===== config.mk =====
export PLATFORM = sky130hd
export DESIGN_NAME = sc_fault_manager
export DESIGN_NICKNAME = d
export VERILOG_FILES = /design/src/rtl/sc_fault_manager.sv
export SDC_FILE = /design/constraint.sdc
export NUM_CORES = 1
export LEC_CHECK = 0
export CAP_MARGIN = 10
export CORE_MARGIN = 4
export CORE_UTILIZATION = 30
export DETAILED_ROUTE_END_ITERATION = 12
export HOLD_SLACK_MARGIN = 0.12
export SLEW_MARGIN = 20
export SYNTH_ARGS = -nofsm -noshare
export SYNTH_HDL_FRONTEND = slang
export SYNTH_SLANG_ARGS = --single-unit

===== constraint.sdc =====
create_clock -name clk -period 5 [get_ports clk]
set_input_delay 1.25 -clock clk [delete_from_list [all_inputs] [get_ports clk]]
set_output_delay 1.25 -clock clk [all_outputs]
set_load 0.02 [all_outputs]

===== src/rtl/sc_fault_manager.sv =====
// sc_fault_manager: debounces safety-monitor faults, latches the first
// qualified code, gates charging through a cooldown, hints derating on
// unstable-grid codes and keeps a saturating count plus a history FIFO.
module sc_fault_manager #(
   parameter int DEBOUNCE_CYCLES = 4,
   parameter int COOLDOWN_CYCLES = 1000,
   parameter int LOG_DEPTH       = 8,
   parameter int CNT_W           = 8
) (
   input  logic             clk,
   input  logic             reset_n,
   input  logic             fault_flag,
   input  logic [3:0]       fault_code,
   input  logic             clear_req,
   input  logic             log_rd,
   output logic             charge_enable,
   output logic             derate,
   output logic             fault_latched,
   output logic             cooldown_active,
   output logic [3:0]       latched_code,
   output logic [CNT_W-1:0] fault_count,
   output logic             log_empty,
   output logic [3:0]       log_code,
   output logic             log_overflow
);

   localparam int DB_W  = $clog2(DEBOUNCE_CYCLES + 1);
   localparam int CD_W  = $clog2(COOLDOWN_CYCLES + 1);
   localparam int PTR_W = $clog2(LOG_DEPTH);
   localparam int OCC_W = PTR_W + 1;

   typedef enum logic [1:0] {ST_OK, ST_PENDING, ST_LATCHED, ST_COOLDOWN} state_t;

   state_t            state, state_nxt;
   logic [DB_W-1:0]   db_cnt, db_nxt;
   logic [CD_W-1:0]   cd_tmr, cd_nxt;
   logic [3:0]        code_nxt;
   logic              latch_evt;

   logic [3:0]        mem [LOG_DEPTH];
   logic [PTR_W-1:0]  wr_ptr, rd_ptr;
   logic [OCC_W-1:0]  occ;
   logic              push, pop, full;

   // Next-state logic: debounce, latch, clear handshake and cooldown timing
   always_comb begin
      state_nxt = state;
      db_nxt    = db_cnt;
      cd_nxt    = cd_tmr;
      code_nxt  = latched_code;
      latch_evt = 1'b0;
      case (state)
         ST_OK: begin
            db_nxt = '0;
            if (fault_flag) begin
               if (DEBOUNCE_CYCLES == 1) begin
                  state_nxt = ST_LATCHED;
                  latch_evt = 1'b1;
                  code_nxt  = fault_code;
               end else begin
                  state_nxt = ST_PENDING;
                  db_nxt    = DB_W'(1);
               end
            end
         end
         ST_PENDING: begin
            if (!fault_flag) begin
               // no partial credit: any gap restarts qualification
               state_nxt = ST_OK;
               db_nxt    = '0;
            end else if (db_cnt == DB_W'(DEBOUNCE_CYCLES - 1)) begin
               state_nxt = ST_LATCHED;
               latch_evt = 1'b1;
               code_nxt  = fault_code;
               db_nxt    = '0;
            end else begin
               db_nxt = db_cnt + 1'b1;
            end
         end
         ST_LATCHED: begin
            // a clear is only honoured once the fault has gone away
            if (clear_req && !fault_flag) begin
               state_nxt = ST_COOLDOWN;
               cd_nxt    = '0;
            end
         end
         ST_COOLDOWN: begin
            // a returning fault wins over timer expiry and skips debounce
            if (fault_flag) begin
               state_nxt = ST_LATCHED;
               latch_evt = 1'b1;
               code_nxt  = fault_code;
            end else if (cd_tmr == CD_W'(COOLDOWN_CYCLES - 1)) begin
               state_nxt = ST_OK;
               code_nxt  = 4'h0;
               cd_nxt    = '0;
            end else begin
               cd_nxt = cd_tmr + 1'b1;
            end
         end
         default: state_nxt = ST_OK;
      endcase
   end

   // State, timers and registered status outputs
   always_ff @(posedge clk) begin
      if (!reset_n) begin
         state           <= ST_OK;
         db_cnt          <= '0;
         cd_tmr          <= '0;
         latched_code    <= 4'h0;
         fault_count     <= '0;
         charge_enable   <= 1'b1;
         fault_latched   <= 1'b0;
         cooldown_active <= 1'b0;
         derate          <= 1'b0;
      end else begin
         state           <= state_nxt;
         db_cnt          <= db_nxt;
         cd_tmr          <= cd_nxt;
         latched_code    <= code_nxt;
         if (latch_evt && (fault_count != {CNT_W{1'b1}}))
            fault_count <= fault_count + 1'b1;
         charge_enable   <= (state_nxt == ST_OK) || (state_nxt == ST_PENDING);
         fault_latched   <= (state_nxt == ST_LATCHED);
         cooldown_active <= (state_nxt == ST_COOLDOWN);
         derate          <= (state == ST_OK) && !fault_flag &&
                            ((fault_code == 4'b0010) || (fault_code == 4'b0110));
      end
   end

   assign push = latch_evt;
   assign pop  = log_rd && (occ != '0);
   assign full = (occ == OCC_W'(LOG_DEPTH));

   // History storage; content needs no reset since occupancy gates visibility
   always_ff @(posedge clk) begin
      if (push) mem[wr_ptr] <= code_nxt;
   end

   // FIFO pointers/occupancy; a push into a full FIFO evicts the oldest entry
   always_ff @(posedge clk) begin
      if (!reset_n) begin
         wr_ptr       <= '0;
         rd_ptr       <= '0;
         occ          <= '0;
         log_overflow <= 1'b0;
      end else begin
         if (push) wr_ptr <= wr_ptr + 1'b1;
         if (push && pop) begin
            rd_ptr <= rd_ptr + 1'b1;
         end else if (push && full) begin
            rd_ptr       <= rd_ptr + 1'b1;
            log_overflow <= 1'b1;
         end else if (push) begin
            occ <= occ + 1'b1;
         end else if (pop) begin
            rd_ptr <= rd_ptr + 1'b1;
            occ    <= occ - 1'b1;
         end
      end
   end

   assign log_empty = (occ == '0);
   assign log_code  = log_empty ? 4'h0 : mem[rd_ptr];

endmodule


==> reports/results.txt <==
Status - finished, final reports clean
CTS tree - done
Clock Path Buffers - 2
Global placer's final weighted congestion - 0.773
Synth Net Count - 315
Synthesis-to-layout area growth - 18.6%
Worst setup EP type - flop
Min-delay src - db_cnt[2]
Die H - 114 µm
Critical Path AT - 4080 ps
Largest family of logic cells by synthesized area - simple AND/OR/NAND/NOR gates
Complex-gate fraction of the synthesized area - 8.72%
Top sig layer - met4
Worst setup startpoint - fault_flag
Starting Density - 30.8%
Count leader, synth - dfxtp_1
Layout cell share with drive strength beyond 1 - 10.4%
Clock Sink Count - 77
Post-Synth Adder-Cell Area - 3.21%
Via count - 2301
Met1 WL - 3060 µm
Synth top area cells - edfxtp_1 (29%), dfxtp_1 (27%), mux4_2 (5.4%)
# hold bufs at CTS - 0
Req. time, crit path - 5290 ps
Post-synthesis mux area share - 7.16%
CP max FO - 13
Antenna violations before repair - 0
XOR/XNOR Fraction of Synth Area - 4.44%
YS warnings - 0
First-pass GRT wire length - 11200 µm
Sequential-to-total area share from yosys stat - 55.5%
Tcrit/Tclk final - 75.8%
Relative slew slack - 35.6%
Crit Path Class - input port to flop
Total Wirelength - 6570 µm
Ant. Diodes - 0
Routed met3 length - 231 µm
DR WL met2 - 3130 µm
Filler cell count - 1073
Synth Instances - 298
Worst-Margin Slew - 958 ps
Pin count of the biggest net entering global routing - 21
Worst-skew pair later-pin latency - 350 ps
Grt total ovfl - 0
I/O pin total - 31
DP Wirelength - 4750 µm
Pwr dens - 376 mW/mm²
DR vias/cell - 4.82
Root buf cell - clkbuf_8
Layout Nets - 349
Avg Inst Size Synth - 11.3 µm²
Min Tclk post-route - 3790 ps
Die width - 114 µm
Asr flop ratio synth - 0%
Maximum VDD drop - 0.181 mV
Routed Antenna Nets - 0
Type of the tightest min-delay check - flop to flop
Global Route Usage Sum - 11.1%
Setup-failing EPs final - 0
IO buf count - 30
Drt drc - 0
Max-cap violations - 0
Area fraction of the dominant cell type after synthesis - 28.6%
CP Launch Type - input port
Routed len/inst - 13.8 µm
Storage element area - 0.00186 mm²
Area of the multi-input gates - 0.00140 mm²
Vias in the first global route - 2303
CTS clk-pin slew, worst paths - 80 ps
Cell taking the most area after synthesis - edfxtp_1
Mapped cell area - 0.00336 mm²
Fmax - 264 MHz
# Post-CTS Setup Buffers - 0
Die ar. - 0.0129 mm²
Max-slew violations - 0
Final hold vios - 0
Total power - 1.50 mW
R2R Path Start - state[1]
Synth Flop Type - dfxtp_1
H-tree levels - 3
Post-synth top cells - dfxtp_1 (45), nor2_1 (41), edfxtp_1 (32), nand2_1 (24), nand3_1 (12)
Leak pwr - 1.34 nW
Yosys cell types - 54
TritonRoute pass-1 iters - 4
Setup TNS - 0 ps
RSZ-0062 raised after global routing - false
TritonCTS Buffers - 9
FP Rows - 38
Core ar. - 0.0109 mm²
Clk_skew - 12.3 ps
First DRT Iteration DRCs - 67
Simple-gate share of the synthesized area - 18.3%
Number of flops mapped to enable cells by yosys - 32
#FFs+latches synth - 77
Number of gates resized after cts - 0
==> power breakdown <==
group | internal (mW) | switching (mW)
Combinational | 0.172 | 0.169
Sequential | 0.673 | 0.0470
Clock | 0.209 | 0.228
Total | 1.05 | 0.444
==> logic make-up after synthesis <==
group | Yosys count
and+or+nand+nor | 122
adders and majority gates | 8
buffers and inverters | 17
AOI/OAI and AO/OA | 43
xor gates and xnor gates | 17
muxes | 14
DFF | 77
==> through the flow <==
stage / hold WS [ps] / util, % / setup slack, ps / cell area, µm² / instances
floorplan: 438 / - / 1440 / 3360 / 298
global placement: 450 / 34.8 / 916 / 3790 / 461
detailed placement: 456 / 34.8 / 858 / 3790 / 461
CTS: 468 / 36.5 / 1230 / 3980 / 477
global route: 478 / 36.5 / 980 / 3980 / 477
finish: 472 / 36.5 / 1210 / 3980 / 477
==> placed cells by master (no fill, tap or decap), types with 7 or more instances in the layout <==
| cell type | instances |
|---|---|
| dfxtp_1 | 45 |
| nor2_1 | 41 |
| xnor2_1 | 11 |
| clkbuf_8 | 11 |
| a21oi_1 | 9 |
| nor3_1 | 11 |
| clkdlybuf4s50_1 | 30 |
| ha_1 | 7 |
| mux4_2 | 8 |
| edfxtp_1 | 32 |
| nand2_1 | 24 |
| nand3_1 | 12 |
| o21ai_0 | 9 |
==> worst max-delay path: stages <==
cell and delay [ps]:
clkdlybuf4s50_1 620, nand2_1 150, a21oi_2 120, buf_4 190, inv_1 180, buf_4 230
ha_1 320, a21oi_1 240, or4b_1 460, a21o_1 180, a21oi_1 130
==> worst paths after layout <==
kind	endpoint	slack, ps	depth (start not counted)
setup / recovery	occ[3]	1210	11
hold / removal	db_cnt[2]	470	1
setup reg to reg	occ[3]	2100	10
hold reg to reg	db_cnt[2]	470	1
==> routing by layer <==
layer  vias to the layer above  GRT usage (%)
li1                       1153              -
met1                      1096           14.2
met2                        41           17.6
met3                        11           2.60
met4                         0           5.61
met5                         -              0
==> layout make-up <==
cell class                      count  area share (%)
Clock buffer                       12            3.90
Clock inverter                      4           0.786
Inverter                            6           0.566
Multi-Input combinational cell    204            35.3
Sequential cell                    77            46.8
Tap cell                          140            4.40
Timing Repair Buffer               34            8.30
==> sequential cells by signal, indices dropped and copies added (netlist names), named ones only <==
signal / flops
cd_tmr: 10
mem: 32
fault_count: 8
occ: 4
log_overflow: 1
fault_latched: 1
charge_enable: 1
derate: 1
wr_ptr: 3
rd_ptr: 3
state: 2
db_cnt: 3
cooldown_active: 1
latched_code: 4
Note: power is estimated with default switching activity, not from simulation.
